$ cat src/rtl/vga_text_console.sv
// vga_text_console: byte stream to vga text write port.
// Cursor over a COLS x ROWS grid, control codes, clear sweep.
module vga_text_console #(
  parameter int          COLS       = 80,
  parameter int          ROWS       = 24,
  parameter int          POS_W      = 11,
  parameter logic [7:0]  BLANK_CHAR = 8'h00
) (
  input  logic             CLK,
  input  logic             RST_N,
  input  logic [7:0]       data_in,
  input  logic             data_valid,
  output logic             data_ready,
  output logic [7:0]       write_char,
  output logic [POS_W-1:0] write_char_pos,
  output logic             write_char_strobe,
  output logic [POS_W-1:0] cursor_pos,
  output logic             busy
);

  localparam logic [0:0] CLEAR = 1'b0;
  localparam logic [0:0] IDLE  = 1'b1;

  localparam logic [POS_W-1:0] COLS_P = POS_W'(COLS);
  localparam logic [POS_W-1:0] LAST_P = POS_W'(COLS * ROWS - 1);
  localparam logic [POS_W:0]   TOTAL_X = (POS_W + 1)'(COLS * ROWS);

  logic [0:0]       state;
  logic [POS_W-1:0] clr_cnt;
  logic [POS_W-1:0] col;
  logic [POS_W-1:0] row_start;
  logic [POS_W:0]   nl_pos;
  logic             accept;

  // Newline target is computed one bit wider so the wrap compare
  // stays correct even when the grid fills the whole POS_W range.
  always_comb begin
    row_start = cursor_pos - col;
    nl_pos    = {1'b0, row_start} + {1'b0, COLS_P};
    accept    = data_valid && data_ready;
  end

  // Clear sweep, byte decode and cursor tracking.
  always_ff @(posedge CLK) begin
    if (!RST_N) begin
      state             <= CLEAR;
      clr_cnt           <= '0;
      cursor_pos        <= '0;
      col               <= '0;
      write_char        <= BLANK_CHAR;
      write_char_pos    <= '0;
      write_char_strobe <= 1'b0;
      busy              <= 1'b1;
      data_ready        <= 1'b0;
    end else begin
      write_char_strobe <= 1'b0;
      if (state == CLEAR) begin
        write_char_strobe <= 1'b1;
        write_char        <= BLANK_CHAR;
        write_char_pos    <= clr_cnt;
        clr_cnt           <= clr_cnt + 1'b1;
        if (clr_cnt == LAST_P) begin
          state      <= IDLE;
          busy       <= 1'b0;
          data_ready <= 1'b1;
          cursor_pos <= '0;
          col        <= '0;
          clr_cnt    <= '0;
        end
      end else if (accept) begin
        unique case (1'b1)
          (data_in == 8'h0A): begin
            cursor_pos <= (nl_pos >= TOTAL_X) ? '0
                        : nl_pos[POS_W-1:0];
            col        <= '0;
          end
          (data_in == 8'h0D): begin
            cursor_pos <= row_start;
            col        <= '0;
          end
          (data_in == 8'h08): begin
            if (cursor_pos != '0) begin
              write_char_strobe <= 1'b1;
              write_char        <= BLANK_CHAR;
              write_char_pos    <= cursor_pos - 1'b1;
              cursor_pos        <= cursor_pos - 1'b1;
              col <= (col != '0) ? col - 1'b1
                   : COLS_P - 1'b1;
            end
          end
          (data_in == 8'h0C): begin
            state      <= CLEAR;
            clr_cnt    <= '0;
            busy       <= 1'b1;
            data_ready <= 1'b0;
            cursor_pos <= '0;
            col        <= '0;
          end
          default: begin
            write_char_strobe <= 1'b1;
            write_char        <= data_in;
            write_char_pos    <= cursor_pos;
            cursor_pos <= (cursor_pos == LAST_P) ? '0
                        : cursor_pos + 1'b1;
            col <= (col == COLS_P - 1'b1) ? '0
                 : col + 1'b1;
          end
        endcase
      end
    end
  end

endmodule

$ cat config.mk
export PLATFORM = sky130hd
export DESIGN_NAME = vga_text_console
export DESIGN_NICKNAME = d
export VERILOG_FILES = /design/src/rtl/vga_text_console.sv
export SDC_FILE = /design/constraint.sdc
export NUM_CORES = 1
export LEC_CHECK = 0
export ABC_CLOCK_PERIOD_IN_PS = 7200
export CORE_UTILIZATION = 42
export DETAILED_ROUTE_END_ITERATION = 8
export PLACE_DENSITY_LB_ADDON = 0.08
export SLEW_MARGIN = 25
export SYNTH_ARGS = -nofsm -noshare
export SYNTH_HDL_FRONTEND = slang
export SYNTH_SLANG_ARGS = --single-unit
$ cat constraint.sdc
create_clock -name CLK -period 7.2 [get_ports CLK]
set_clock_uncertainty 0.1 [all_clocks]
set_input_delay 1.44 -clock CLK [delete_from_list [all_inputs] [get_ports CLK]]
set_output_delay 1.44 -clock CLK [all_outputs]
set_load 0.02 [all_outputs]
==> reports/results.tsv <==
stage	metric	value	unit
drt	routed via count	4479	
clock_tree	Worst-Skew Late Latency	330	ps
clock_tree	Root Buffer	clkbuf_8	
drt	ANT nets after route	0	
floorplan	Die Y	104.6	µm
grt	initial antenna violation count	0	
drt	vias per std cell	5.870	
min_path	Hold Crit Start	write_char[1]$_SDFFE_PN0P_	
synthesis	FF+latch count, synth	56	
worst_setup_path	critical path class	input port to register	
clock_tree	hold_buf cts	0	
grt	Overall Global Routing Usage	24.94	%
layout	most frequent cells in the layout	nand2_1 (71), dfxtp_1 (56), a21oi_1 (53)	
grt	first-pass GRT wire length	22210	µm
clock_tree	clock sink count	56	
floorplan	Die ar.	0.01095	mm²
timing	final setup margin	2772	ps
drt	DRT Wirelength	13230	µm
clock_tree	TritonCTS Buffers	5	
clock_tree	H-tree depth	2	
worst_setup_path	flop-to-flop setup slack	3020	ps
timing	WHS	361.8	ps
place	DP HPWL	9419	µm
drt	DR DRC count	0	
worst_setup_path	cells on worst reg2reg path	16	
clock_tree	Clock Path Buffers	2	
synthesis	sequential area share after synthesis	25.35	%
floorplan	Initial Util	43.04	%
worst_setup_path	worst reg2reg endpoint	cursor_pos[4]$_SDFFE_PN0P_	
synthesis	dominant synthesized flop cell	dfxtp_1	
pwr	Pwr Total	0.0005335	W
synthesis	Netlist Area Pre-Place	0.004423	mm²
layout	synth-to-layout area growth	13.95	%
clock_tree	clk slew on worst S/H paths	120	ps
floorplan	# rows	37	
timing	Final Critical Period	4428	ps
synthesis	synthesized instance count	602	
layout	Antenna diodes	0	
timing	slew of the pin with the lowest slew margin	865.9	ps
timing	RSZ-0062 raised after global routing	no	
worst_setup_path	Critical Path RT	7380	ps
timing	Setup TNS	0	ps
synthesis	Distinct cells, synth	69	
timing	Max Slew Vio Count	0	
clock_tree	Post CTS Setup Buffer Count	0	
clock_tree	TritonCTS clock tree	built	
timing	Setup violations, final	0	
synthesis	Avg Cell Area, Syn	7.347	µm²
floorplan	I/O Pins	44	
timing	Max Fclk	0.2258	GHz
worst_setup_path	WP data arrival	4610	ps
timing	Final Hold Fails	0	
worst_setup_path	CP startpoint	data_in[4]	
worst_setup_path	Setup crit end kind	register	
drt	DR iter-0 viols	349	
layout	commonest non-fill, non-tap cell in the layout	nand2_1	
floorplan	DIE WIDTH	104.6	µm
worst_setup_path	Critical Path End	cursor_pos[4]$_SDFFE_PN0P_	
worst_setup_path	crit-path max FO	18	
place	Place WS	2275	ps
pwr	pwr dens	105.8	mW/mm²
pwr	Max VDD drop	0.00006978	V
grt	largest net degree at the start of global routing	52	
worst_setup_path	Worst R2R Start	cursor_pos[0]$_SDFFE_PN0P_	
timing	Slew Limit Headroom	42.15	%
place	Port Buffers	43	
drt	DR WL/cell	17.34	µm
floorplan	area of the core	0.01028	mm²
pwr	leakage	1.764	nW
synthesis	Async SR Flop Fraction	0	%
layout	fin nets	657	
synthesis	Yosys warning count	0	
synthesis	Synth Net Count	633	
synthesis	Post-synth EDFFs	0	
min_path	worst min path class	register to register	
outcome	status	finished clean	
layout	post-route core utilization	49.04	%
drt	drt pass-1 iters	5	
worst_setup_path	crit path launch type	input port	
grt	vias in the first global route	4267	
grt	gr ovfl total	0	
run	max-cap viol count	0	
layout	layout cells sized above 1	5.104	%
timing	Final Cycle Share	61.50	%
place	placer congestion estimate	0.8774	
clock_tree	post-CTS resize count	0	
==> synthesized netlist by cell type (7+ instances only) <==
cell type	number	area [µm²]
a32oi_1	8	70.07
xor2_1	16	140.1
nor2_1	47	176.4
mux2i_1	10	100.1
a21boi_0	7	52.55
inv_1	21	78.83
and3_1	15	93.84
xnor2_1	19	166.4
a22oi_1	7	52.55
nand2_1	71	266.5
o211ai_1	9	67.56
buf_2	9	45.04
a21oi_1	53	265.3
nor2b_1	32	200.2
nand3_1	27	135.1
o21ai_0	42	210.2
dfxtp_1	56	1121
ha_1	19	237.7
clkbuf_1	21	78.83
nor3_1	15	75.07
==> per-layer routing <==
| metal | part of all wire [%] | GRT usage (%) | vias to the layer above |
|---|---|---|---|
| met2 | 46 | 41.34 | 137 |
| li1 | - | - | 2215 |
| met4 | 1.9 | 7.646 | 0 |
| met5 | 0 | 0 | - |
| met1 | 47 | 33.67 | 2104 |
| met3 | 4.6 | 3.119 | 23 |
==> critical path, cell delays in order <==
cell,delay (ps)
clkdlybuf4s50_1,470
nor2_1,50
and3_1,240
nand2_2,310
inv_2,230
a41oi_1,410
and2_1,450
nand2_1,230
a2111oi_1,520
o211ai_1,160
nand3_1,110
==> worst min path at each step <==
stage,to,slack [ps],cells after the start
2_1_floorplan,clr_cnt[9]$_SDFFE_PN0P_,400,2
3_3_place_gp,write_char[6]$_SDFFE_PN0P_,340,2
3_5_place_dp,write_char[1]$_SDFFE_PN0P_,350,2
4_1_cts,write_char[1]$_SDFFE_PN0P_,370,2
5_1_grt,write_char[1]$_SDFFE_PN0P_,390,2
6_report,write_char[1]$_SDFFE_PN0P_,360,2
==> sequential cells by signal (all words and copies together), names as in the netlist <==
register / count
col: 11
state: 1
busy: 1
write_char: 8
clr_cnt: 11
data_ready: 1
write_char_pos: 11
write_char_strobe: 1
cursor_pos: 11
==> cell families (layout without fill, tap and decap cells) <==
group / count (synthesis) / after routing / synth area share, %
AOI/OAI and AO/OA: 185 / 185 / 27.58
and+or+nand+nor: 241 / 241 / 27.13
xor gates and xnor gates: 35 / 35 / 6.931
adders and majority gates: 20 / 20 / 5.828
buffers and inverters: 55 / 80 / 4.922
DFF: 56 / 56 / 25.35
muxes: 10 / 10 / 2.263
==> metrics by stage <==
step,cells,cell area (µm²)
after detailed placement,755,4943
final,763,5040
after floorplan,602,4423
after global placement,755,4943
after CTS,763,5035
after global routing,763,5040
==> area by class of cell <==
cell class              instances  area [µm²]
clock inverters                 3       22.52
fillers                      1077        5238
clock buffers                   5       68.82
inverters                      22       82.58
flip-flops and latches         56        1121
well taps                     136       170.2
multi-input cells             491        3092
repair buffers                 50       483.0
==> report_power, final <==
part           switching [W]  internal, W  leakage, nW
sequential        0.00000230     0.000312        0.452
clock               0.000121    0.0000703       0.0485
combinational      0.0000139    0.0000142         1.26
total               0.000137     0.000397         1.76
(Power assumes the default switching activity.)
